<file path="config.mk">
export PLATFORM = sky130hd
export DESIGN_NAME = nnrv_uart_loader
export DESIGN_NICKNAME = d
export VERILOG_FILES = /design/src/rtl/nnrv_uart_loader.sv
export SDC_FILE = /design/constraint.sdc
export NUM_CORES = 1
export LEC_CHECK = 0
export ABC_AREA = 1
export CAP_MARGIN = 30
export CORE_ASPECT_RATIO = 0.75
export CORE_UTILIZATION = 49
export CTS_CLUSTER_DIAMETER = 200
export DETAILED_ROUTE_END_ITERATION = 10
export PLACE_DENSITY = 0.7
export SYNTH_ARGS = -nofsm -noshare
export SYNTH_HDL_FRONTEND = slang
export SYNTH_SLANG_ARGS = --single-unit
</file>
<file path="constraint.sdc">
create_clock -name CLK -period 2.68 [get_ports CLK]
set_clock_uncertainty 0.1 [all_clocks]
set_input_delay 0.536 -clock CLK [delete_from_list [all_inputs] [get_ports CLK]]
set_output_delay 0.536 -clock CLK [all_outputs]
set_load 0.01 [all_outputs]
</file>
<file path="src/rtl/nnrv_uart_loader.sv">
// UART (8N1) boot loader: receives an A5-headed, length-prefixed image and writes it
// into the nnRv instruction/data RAM one 32-bit word at a time, holding the core in reset.
//
// state      | meaning
// LD_IDLE    | waiting for header byte 0xA5, other bytes dropped
// LD_CNT_LO  | next byte is word count N[7:0]
// LD_CNT_HI  | next byte is word count N[15:8], range-checked
// LD_DATA    | collecting little-endian bytes, one RAM write per 4 bytes
// LD_DONE    | image complete, core released, RXD ignored
// LD_ERR     | protocol/framing error, core held, wait for RST_N
module nnrv_uart_loader #(
  parameter int CLKS_PER_BIT = 434,
  parameter int ADDR_W       = 10
) (
  input  logic              CLK,
  input  logic              RST_N,
  input  logic              RXD,
  output logic              wr_en,
  output logic [ADDR_W-1:0] wr_addr,
  output logic [31:0]       wr_data,
  output logic              cpu_rst_n,
  output logic              busy,
  output logic              done,
  output logic              err
);

  localparam int TMR_W = $clog2(CLKS_PER_BIT);
  localparam logic [TMR_W-1:0] TMR_FULL = TMR_W'(CLKS_PER_BIT - 1);
  localparam logic [TMR_W-1:0] TMR_HALF = TMR_W'(CLKS_PER_BIT / 2 - 1);
  localparam logic [16:0]      N_MAX    = 17'd1 << ADDR_W;

  typedef enum logic [1:0] {RX_IDLE, RX_START, RX_DATA, RX_STOP} rx_state_t;
  typedef enum logic [2:0] {LD_IDLE, LD_CNT_LO, LD_CNT_HI, LD_DATA, LD_DONE, LD_ERR} ld_state_t;

  logic rxd_s1_q, rxd_s2_q, rxd_prev_q;

  rx_state_t        rx_state_q, rx_state_d;
  logic [TMR_W-1:0] tmr_q, tmr_d;
  logic [2:0]       bit_cnt_q, bit_cnt_d;
  logic [7:0]       rx_shift_q, rx_shift_d;
  logic             byte_valid, byte_err;

  ld_state_t         ld_state_q, ld_state_d;
  logic [15:0]       cnt_q, cnt_d;
  logic [ADDR_W:0]   word_idx_q, word_idx_d;
  logic [1:0]        byte_sel_q, byte_sel_d;
  logic [23:0]       word_buf_q, word_buf_d;
  logic              wr_en_q, wr_en_d;
  logic [ADDR_W-1:0] wr_addr_q, wr_addr_d;
  logic [31:0]       wr_data_q, wr_data_d;
  logic              busy_q, busy_d, done_q, done_d, err_q, err_d, cpu_rst_n_q, cpu_rst_n_d;
  logic [15:0]       n_hdr;
  logic [16:0]       idx_ext;

  // Bit timer reloads on every sample; start bit is checked half a bit in.
  always_comb begin
    rx_state_d = rx_state_q;
    tmr_d      = tmr_q;
    bit_cnt_d  = bit_cnt_q;
    rx_shift_d = rx_shift_q;
    byte_valid = 1'b0;
    byte_err   = 1'b0;
    unique case (rx_state_q)
      RX_IDLE: begin
        if (rxd_prev_q && !rxd_s2_q) begin
          rx_state_d = RX_START;
          tmr_d      = TMR_HALF;
        end
      end
      RX_START: begin
        if (tmr_q != '0) begin
          tmr_d = tmr_q - TMR_W'(1);
        end else if (!rxd_s2_q) begin
          rx_state_d = RX_DATA;
          tmr_d      = TMR_FULL;
          bit_cnt_d  = 3'd0;
        end else begin
          rx_state_d = RX_IDLE;
        end
      end
      RX_DATA: begin
        if (tmr_q != '0) begin
          tmr_d = tmr_q - TMR_W'(1);
        end else begin
          rx_shift_d = {rxd_s2_q, rx_shift_q[7:1]};
          tmr_d      = TMR_FULL;
          bit_cnt_d  = bit_cnt_q + 3'd1;
          if (bit_cnt_q == 3'd7) rx_state_d = RX_STOP;
        end
      end
      RX_STOP: begin
        if (tmr_q != '0) begin
          tmr_d = tmr_q - TMR_W'(1);
        end else begin
          byte_valid = rxd_s2_q;
          byte_err   = !rxd_s2_q;
          rx_state_d = RX_IDLE;
        end
      end
      default: rx_state_d = RX_IDLE;
    endcase
  end

  always_comb begin
    ld_state_d  = ld_state_q;
    cnt_d       = cnt_q;
    word_idx_d  = word_idx_q;
    byte_sel_d  = byte_sel_q;
    word_buf_d  = word_buf_q;
    wr_en_d     = 1'b0;
    wr_addr_d   = wr_addr_q;
    wr_data_d   = wr_data_q;
    busy_d      = busy_q;
    done_d      = done_q;
    err_d       = err_q;
    cpu_rst_n_d = cpu_rst_n_q;
    n_hdr       = {rx_shift_q, cnt_q[7:0]};
    idx_ext     = 17'(word_idx_q);
    if (byte_err && ld_state_q != LD_DONE && ld_state_q != LD_ERR) begin
      ld_state_d = LD_ERR;
      err_d      = 1'b1;
      busy_d     = 1'b0;
    end else begin
      unique case (ld_state_q)
        LD_IDLE: begin
          if (byte_valid && rx_shift_q == 8'hA5) begin
            ld_state_d = LD_CNT_LO;
            busy_d     = 1'b1;
          end
        end
        LD_CNT_LO: begin
          if (byte_valid) begin
            cnt_d[7:0] = rx_shift_q;
            ld_state_d = LD_CNT_HI;
          end
        end
        LD_CNT_HI: begin
          if (byte_valid) begin
            if (n_hdr == 16'd0 || {1'b0, n_hdr} > N_MAX) begin
              ld_state_d = LD_ERR;
              err_d      = 1'b1;
              busy_d     = 1'b0;
            end else begin
              cnt_d      = n_hdr;
              word_idx_d = '0;
              byte_sel_d = 2'd0;
              ld_state_d = LD_DATA;
            end
          end
        end
        LD_DATA: begin
          // Completion is seen one cycle after the final strobe so the write lands first.
          if (idx_ext == {1'b0, cnt_q}) begin
            ld_state_d  = LD_DONE;
            done_d      = 1'b1;
            busy_d      = 1'b0;
            cpu_rst_n_d = 1'b1;
          end else if (byte_valid) begin
            if (byte_sel_q == 2'd3) begin
              wr_en_d    = 1'b1;
              wr_addr_d  = word_idx_q[ADDR_W-1:0];
              wr_data_d  = {rx_shift_q, word_buf_q};
              word_idx_d = word_idx_q + 1'b1;
              byte_sel_d = 2'd0;
            end else begin
              word_buf_d = {rx_shift_q, word_buf_q[23:8]};
              byte_sel_d = byte_sel_q + 2'd1;
            end
          end
        end
        LD_DONE, LD_ERR: ;
        default: ld_state_d = LD_IDLE;
      endcase
    end
  end

  always_ff @(posedge CLK) begin
    if (!RST_N) begin
      rxd_s1_q    <= 1'b1;
      rxd_s2_q    <= 1'b1;
      rxd_prev_q  <= 1'b1;
      rx_state_q  <= RX_IDLE;
      tmr_q       <= '0;
      bit_cnt_q   <= 3'd0;
      rx_shift_q  <= 8'd0;
      ld_state_q  <= LD_IDLE;
      cnt_q       <= 16'd0;
      word_idx_q  <= '0;
      byte_sel_q  <= 2'd0;
      word_buf_q  <= 24'd0;
      wr_en_q     <= 1'b0;
      wr_addr_q   <= '0;
      wr_data_q   <= 32'd0;
      busy_q      <= 1'b0;
      done_q      <= 1'b0;
      err_q       <= 1'b0;
      cpu_rst_n_q <= 1'b0;
    end else begin
      rxd_s1_q    <= RXD;
      rxd_s2_q    <= rxd_s1_q;
      rxd_prev_q  <= rxd_s2_q;
      rx_state_q  <= rx_state_d;
      tmr_q       <= tmr_d;
      bit_cnt_q   <= bit_cnt_d;
      rx_shift_q  <= rx_shift_d;
      ld_state_q  <= ld_state_d;
      cnt_q       <= cnt_d;
      word_idx_q  <= word_idx_d;
      byte_sel_q  <= byte_sel_d;
      word_buf_q  <= word_buf_d;
      wr_en_q     <= wr_en_d;
      wr_addr_q   <= wr_addr_d;
      wr_data_q   <= wr_data_d;
      busy_q      <= busy_d;
      done_q      <= done_d;
      err_q       <= err_d;
      cpu_rst_n_q <= cpu_rst_n_d;
    end
  end

  assign wr_en     = wr_en_q;
  assign wr_addr   = wr_addr_q;
  assign wr_data   = wr_data_q;
  assign busy      = busy_q;
  assign done      = done_q;
  assign err       = err_q;
  assign cpu_rst_n = cpu_rst_n_q;

endmodule

</file>
After elaboration in Yosys (flattened, before gate mapping)
Cells that the tools add are included.
Storage, ports and cells
  word-level logic and storage cells: 158
  output and inout bits: 47
  input bits: 3
  register bits after elaboration: 127
Cells by class
  add/subtract/negate cells: 4
  magnitude comparators: 1
  equality and inequality tests: 36
  reduce and logical (&&, ||, !) cells: 34
  bitwise operators: 10
  muxes and demuxes: 53
Operators by type and width (number)
  $mux 11: 5
  $mux 9: 5
  $pmux 9 s4: 1
  $ne 2x2->1 const B: 17
  $reduce_and 5->1: 6
  $mux 3: 9
  $mux 2: 11
  $pmux 11 s2: 1
  $ne 3x3->1 const B: 7
  $eq 11x16->1: 1
  $gt 16x11->1 const B: 1
  $logic_not 16->1: 1
  $mux 8: 2
  $pmux 8 s2: 1
  $pmux 3 s5: 1
  $mux 1: 13
  $reduce_and 4->1: 3
  $add 11x1->11 const B: 1
  $not 1->1: 10
  $reduce_bool 2->1: 5
  $eq 3x3->1 const B: 3
  $reduce_and 3->1: 3
  $reduce_bool 9->1: 1
  $sub 9x1->9 const B: 1
  other kinds (22): 29

Depth between registers and ports, before layout
Gate-level depths: netlist of the first run.
  depth after elaboration: 7
  mapped depth: 15
  gate-level depth less buffers: 15

Worst setup path before layout of the first run
OpenSTA, ideal clock, no wires.
  kind: register -> register
  start: register tmr_q[0]
  end: register word_idx_q[4]
  data arrival time: 1.608 ns
  library setup time: 0.115 ns
  stages on the path, launching flop included: 15
  required time: 2.465 ns
  clock period less this slack: 1.823 ns
  slack: 0.857 ns
  path buffers: 1
  cells stage by stage: dfxtp_1 > inv_1 > ha_1 > inv_1 > nor2_1 > nand2_2 > nor2_8 > nand3_4 > nand2_4 > nand2_4 > nor2_4 > buf_6 > nand3_1 > nand2_1 > nor2_1
Between the ends
  cells in the longest elaborated chain, start to end: 7
  elaborated cells on any way between the ends: 11
  classes of those cells: eq/ne (2); mux (4); bitwise (1); reduce/logical (4)
Ends and longest elaborated chain
  start, declared: RTL line 38  | logic [TMR_W-1:0] tmr_q, tmr_d;
  start signal, assigned: RTL line 203  | tmr_q <= tmr_d;
  $reduce_bool 9->1 (*): RTL line 92  | if (tmr_q != '0) begin
  $mux 1: RTL line 92
  $mux 1: RTL line 63  | unique case (rx_state_q)
  $logic_and 1x1->1 (2 in a row): RTL line 119  | if (byte_err && ld_state_q != LD_DONE && ld_state_q != LD_ERR) begin
  $not 1->1 (no line)
  $reduce_and 7->1 (no line) (*)
  end signal, assigned: RTL line 208  | word_idx_q <= word_idx_d;
  end, declared: RTL line 45  | logic [ADDR_W:0] word_idx_q, word_idx_d;
Mark *: on every way between the ends. The rest lies on a longest branch, timed or not.
A chain may end at the register's enable or synchronous reset.

Worst setup path after layout of the first run
  start: register tmr_q[0]
  end: register word_buf_q[16]
Between the ends
  cells in the longest elaborated chain, start to end: 7
  elaborated cells on any way between the ends: 9
  classes of those cells: mux (4); bitwise (1); reduce/logical (4)
Ends and longest elaborated chain
  $reduce_bool 9->1 (*): RTL line 92
  $mux 1: RTL line 92
  $mux 1: RTL line 63
  $logic_and 1x1->1 (2 in a row): RTL line 119
  $not 1->1 (no line)
  $reduce_and 5->1 (no line) (*)
  end signal, assigned: RTL line 210  | word_buf_q <= word_buf_d;
  end, declared: RTL line 47  | logic [23:0] word_buf_q, word_buf_d;
Marked as above.

==> metrics.txt, run 1 <==
Area contributors post-synth dfxtp_1, a21oi_1, inv_1, o21ai_0, nand2_1; R2R depth 11; Critical Path Max Stage Delay 430 ps; Filler cells 990; Pre-Repair DR Iteration Count 5; worst slew pin tran 801 ps; Setup crit start kind flop; Avg Inst Size Synth 7.27 um^2; setup repair bufs after CTS 0; HP Class flop to flop; CTS resizes 0; total power 5.80 mW; post-synth top area cell dfxtp_1; Longest Clk Path Bufs 2; crit share post-route 0.862; Crit path top cell by count inv_1; # IOs 50; PortBufs roughly 50; Crit. End Element flop; Slowest cell on crit path nand4_2; crit-path cells inv_1, ha_1, inv_1, nor2_1, nand2_2, nor2_8, nand3_4, inv_2, nand4_2, o21ai_0, a21oi_1; count of final hold-check violations 0; setup_tns 0 ps; crit path DAT 2500 ps; Final setup viols 0; most numerous cell in the Yosys netlist inv_1; synth unique cells 34; fmax 433 MHz; number of global-route vias before repair 4,651; Placeable Area roughly 11,000 um^2; initial DRC count 454; area grow syn2layout 21.1%; hold path cells 1; cts hold-fix bufs 0; hold endpoint rxd_s2_q; GRT Total Usage 0.228; aggregate global routing overflow 0; H-tree depth 4; Mapped Cells between 700 and 800; worst reg2reg endpoint word_buf_q[16]; top cell type's share of synthesized area 0.450; RSZ-0062 raised after global routing no; Post-synth ARST share 0; #FFs+latches synth 127; dpl cell area 6200 um^2; Seq/Total Area, Yosys 0.450; # DRC 0; Worst R2R Start tmr_q[0]; row count 33; initial antenna violation count 0; status complete, no violations; Post-Route WL 13,000 um; Pleak about 2.7 nW; die width 126 um; Post-synth EDFFs 0; clk_lat worst skew roughly 420 ps; fin nets 832; syn nets 790; clock-pin slew on the worst setup and hold paths 60 ps; diode count 0; Vias approximately 5,000; largest net degree at the start of global routing 101; Antenna Nets Post-Route 0; top_reg_cell synth dfxtp_1; initial core utilization 0.510; CTS sink count 127; final design instance area without fill 6830 um^2; synth cell count leaders inv_1, dfxtp_1, a21oi_1, nand2_1, o21ai_0; clock root buffer clkbuf_16; vias per cell 5.13; kind of critical path flop to flop; multi-input logic area 2440 um^2; CTS tree yes; PwrDens between 800 and 900 nW/um^2; Storage cell area approximately 2500 um^2; Slew HR 0.466; Die Footprint 12,000 um^2; routability cong. 0.892; area of the mapped netlist 5640 um^2; WP data required ~2900 ps; HPWL reported at the end of detailed placement 8870 um; Pins Over Slew Limit 0; routed length per instance 13.4 um; Synth warnings 0; worst reg2reg setup slack 370 ps; CP Max Fanout 24; Max VDD drop 0.520 mV; CTS buffer count 17; ratio of cells with drive above 1 in the final layout 0.0818; min-delay src rxd_s1_q; WHS around 310 ps; die height around 95 um; min Tclk post-route 2310 ps; max cap viols 0; first-pass GRT wire length 21,500 um
-- cell families after synthesis --
kind of cell,share of synthesized area
compound gates,0.194
buf+inv,0.118
flops,0.450
simple gates,0.199
fa+ha+maj,0.0244
xor+xnor,0.0140
-- sequential cells by signal, indices dropped and copies added, names as in the netlist, named ones only --
name,cells
ld_state_q,3
rx_shift_q,8
busy,1
rxd_prev_q,1
word_idx_q,11
cnt_q,16
byte_sel_q,2
rxd_s1_q,1
rx_state_q,1
err,1
word_buf_q,24
cpu_rst_n,1
wr_addr,10
wr_en,1
wr_data,32
bit_cnt_q,3
rxd_s2_q,1
tmr_q,9
-- layout make-up --
cell class,count,area share
Sequential cell,127,0.372
Clock inverter,13,0.0269
Clock buffer,19,0.0663
Timing Repair Buffer,54,0.0784
Multi-Input combinational cell,483,0.357
Inverter,135,0.0741
Tap cell,140,0.0256
-- placed cells by master, fill, tap and decap left out, types with 17 or more instances in the layout --
| cell type | instances |
|---|---|
| a21oi_1 | 108 |
| clkbuf_16 | 17 |
| inv_1 | 132 |
| o21ai_0 | 79 |
| clkdlybuf4s50_1 | 48 |
| o21ai_1 | 18 |
| dfxtp_1 | 127 |
| nor2_1 | 78 |
| nand3_1 | 30 |
| nand2_1 | 102 |
-- power by group --
part           switching [mW]  internal (mW)  total, mW  leakage [nW]
combinational           0.802          0.410       1.21          1.41
clock                   0.856           1.61       2.46         0.306
sequential              0.131           1.99       2.12          1.03
total                    1.79           4.01       5.80          2.74
-- critical path, delay by kind of cell (launching register included) --
family                   cells  cell delay (ps)
buffers and inverters        3              290
AND/OR/NAND/NOR              5              890
adder cells (fa/ha/maj)      1              170
flip-flops                   1              310
AO/OA/AOI/OAI                2              410
-- worst max path at each step --
| stage | from | to | slack, ps | cells after the start |
|---|---|---|---|---|
| after floorplan | tmr_q[0] | word_idx_q[4] | 860 | 14 |
| final | tmr_q[0] | word_buf_q[16] | 370 | 11 |
| after CTS | tmr_q[0] | word_buf_q[16] | 330 | 11 |
| after global placement | tmr_q[0] | word_buf_q[7] | 450 | 11 |
| after detailed placement | tmr_q[0] | word_buf_q[16] | 340 | 11 |
| after global routing | tmr_q[0] | word_buf_q[16] | 130 | 11 |
-- metrics by stage --
step,instances,setup slack (ps),utilization
after detailed placement,939,336,0.560
after global routing,971,135,0.618
final,971,369,0.618
after global placement,939,449,0.560
after floorplan,776,857,-
after CTS,971,333,0.618
-- layer usage --
metal | up-vias | wire [um] | GRT usage
li1 | 2567 | - | -
met1 | 2292 | 6320 | 0.297
met2 | 103 | 5900 | 0.367
met3 | 20 | 581 | 0.0510
met4 | 0 | 190 | 0.0964
met5 | - | 0 | 0
No activity file was read; power rests on OpenSTA's default activity.
==> run 2, diff against run 1 <==
CORE_MARGIN = 5   (was not set)
PLACE_DENSITY = 0.72   (was 0.7)
clock period = 2.1 ns   (was 2.68 ns; I/O delays follow)
==> run 2 against run 1 <==
Net effect:
- core utilization increased by 1.1 points
- wire length increased by 8.0%
- global-route usage decreased by 3.3 points
- sequential share of layout area decreased by 1.8 points
- combinational power increased by 36%
- die area increased by 15%
- non-clock buffer count increased by 30
==> metrics.txt, run 2 (synthesis results as in run 1) <==
Antenna Nets Post-Route 0; vias per cell 5.17; R2R depth 13; die height just over 100 um; Final setup viols 0; ratio of cells with drive above 1 in the final layout 0.127; Pleak 2.94 nW; largest net degree at the start of global routing 88; # IOs 50; PortBufs a little under 50; HPWL reported at the end of detailed placement 9100 um; PwrDens 1020 nW/um^2; Placeable Area between 10,000 and 15,000 um^2; aggregate global routing overflow 0; CP Max Fanout 8; worst slew pin tran 496 ps; crit path DAT 2200 ps; Crit. End Element flop; dpl cells slightly below 1,000; max cap viols 0; min Tclk post-route 2000 ps; total power between 7 and 8 mW; GRT Total Usage 0.195; HP Class flop to flop; # DRC 0; row count 34; fin cells 1,005; multi-input logic area approximately 2500 um^2; die width 134 um; crit share post-route 0.952; flip-flop count of the largest register after layout 32; most frequent cells in the layout inv_1, dfxtp_1, a21oi_1; fin nets 862; first-pass GRT wire length between 20,000 and 25,000 um; CTS buffer count 17; Pins Over Slew Limit 0; clock root buffer clkbuf_16; Setup crit start kind flop; routability cong. 0.821; Max VDD drop 0.617 mV; status complete, no violations; Post-Route WL roughly 14,000 um; Slowest cell on crit path dfxtp_1; count of final hold-check violations 0; CTS sink count ~130; diode count 0; hold path cells 1; Longest Clk Path Bufs 2; Worst R2R Start tmr_q[0]; fmax 500 MHz; hold endpoint rxd_s2_q; H-tree depth 4; fin util 0.629; worst reg2reg setup slack 100 ps; Slew HR 0.666; initial DRC count 425; clk_lat worst skew around 410 ps; area grow syn2layout 27.5%; min-delay src rxd_s1_q; worst reg2reg endpoint wr_data[10]; WHS 311 ps; kind of critical path flop to flop; initial core utilization 0.493; clock-pin slew on the worst setup and hold paths about 60 ps; WP data required 2300 ps; Filler cells 970; Critical Path Max Stage Delay between 300 and 400 ps; CTS tree yes; crit-path cells inv_2, ha_1, inv_1, nor2_2, nand2_2, nor2_8, nand3_4, inv_4, nand4_4, buf_12, clkbuf_16, o21ai_0, a21oi_1; most common cell after layout, fill and taps aside inv_1; number of global-route vias before repair 4,652; routed length per instance 14.0 um; Storage cell area 2550 um^2; initial antenna violation count 0; Vias 5,193; Pre-Repair DR Iteration Count 5; Die Footprint 13,800 um^2
==> run 2: changes by cell type in the layout (fill, tap and decap cells not counted), sizes merged <==
cell | before | now
buf | 6 | 33
bufinv | 4 | 2
clkbuf | 19 | 20
clkinv | 4 | 2
clkinvlp | 3 | 2
inv | 137 | 144
==> run 2: where the power goes <==
group          internal, mW  switching (mW)
clock                  1.78            1.19
sequential             2.54           0.148
combinational         0.591            1.05
total                  4.92            2.39
==> run 2: area by class of cell <==
cell class              instances  area share
flip-flops and latches        127       0.354
multi-input cells             483       0.344
repair buffers                 84       0.124
inverters                     135      0.0708
clock buffers                  17      0.0591
well taps                     144      0.0250
clock inverters                15      0.0236
==> run 2: timing repair <==
item | in CTS | in global routing
gates resized for setup | 0 | 33
hold buffers | 0 | 0
buffers inserted | 0 | 5
setup endpoints to repair | 0 | 56
==> run 2: how the worst max path moves through the flow <==
stage,startpoint,to,slack (ps),depth (start not counted)
2_1_floorplan,tmr_q[0],word_idx_q[4],280,14
3_3_place_gp,tmr_q[0],word_idx_q[0],140,13
3_5_place_dp,tmr_q[0],wr_data[9],50,12
4_1_cts,tmr_q[0],wr_data[9],40,12
5_1_grt,rx_shift_q[4],word_idx_q[1],-20,13
6_report,tmr_q[0],wr_data[10],100,13
==> run 2: routing by layer <==
layer,vias to the layer above,track usage,share of wire
met3,26,0.0512,0.059
met4,0,0.0909,0.018
met5,-,0,0
met1,2379,0.257,0.47
li1,2630,-,-
met2,158,0.302,0.45
==> run 2: metrics by stage <==
| step | area, um^2 | worst slack, ps | setup TNS, ps |
|---|---|---|---|
| global route | 7200 | -16.1 | -51.7 |
| CTS | 6980 | 41.7 | 0 |
| global placement | 6380 | 145 | 0 |
| finish | 7200 | 101 | 0 |
| floorplan | 5640 | 277 | 0 |
| detailed placement | 6380 | 45.2 | 0 |
==> run 2: critical path, delay by kind of cell (launching register included) <==
kind                     cells  cell delay [ps]
flip-flops                   1              320
AO/OA/AOI/OAI                2              210
buffers and inverters        5              540
AND/OR/NAND/NOR              5              580
adder cells (fa/ha/maj)      1              130
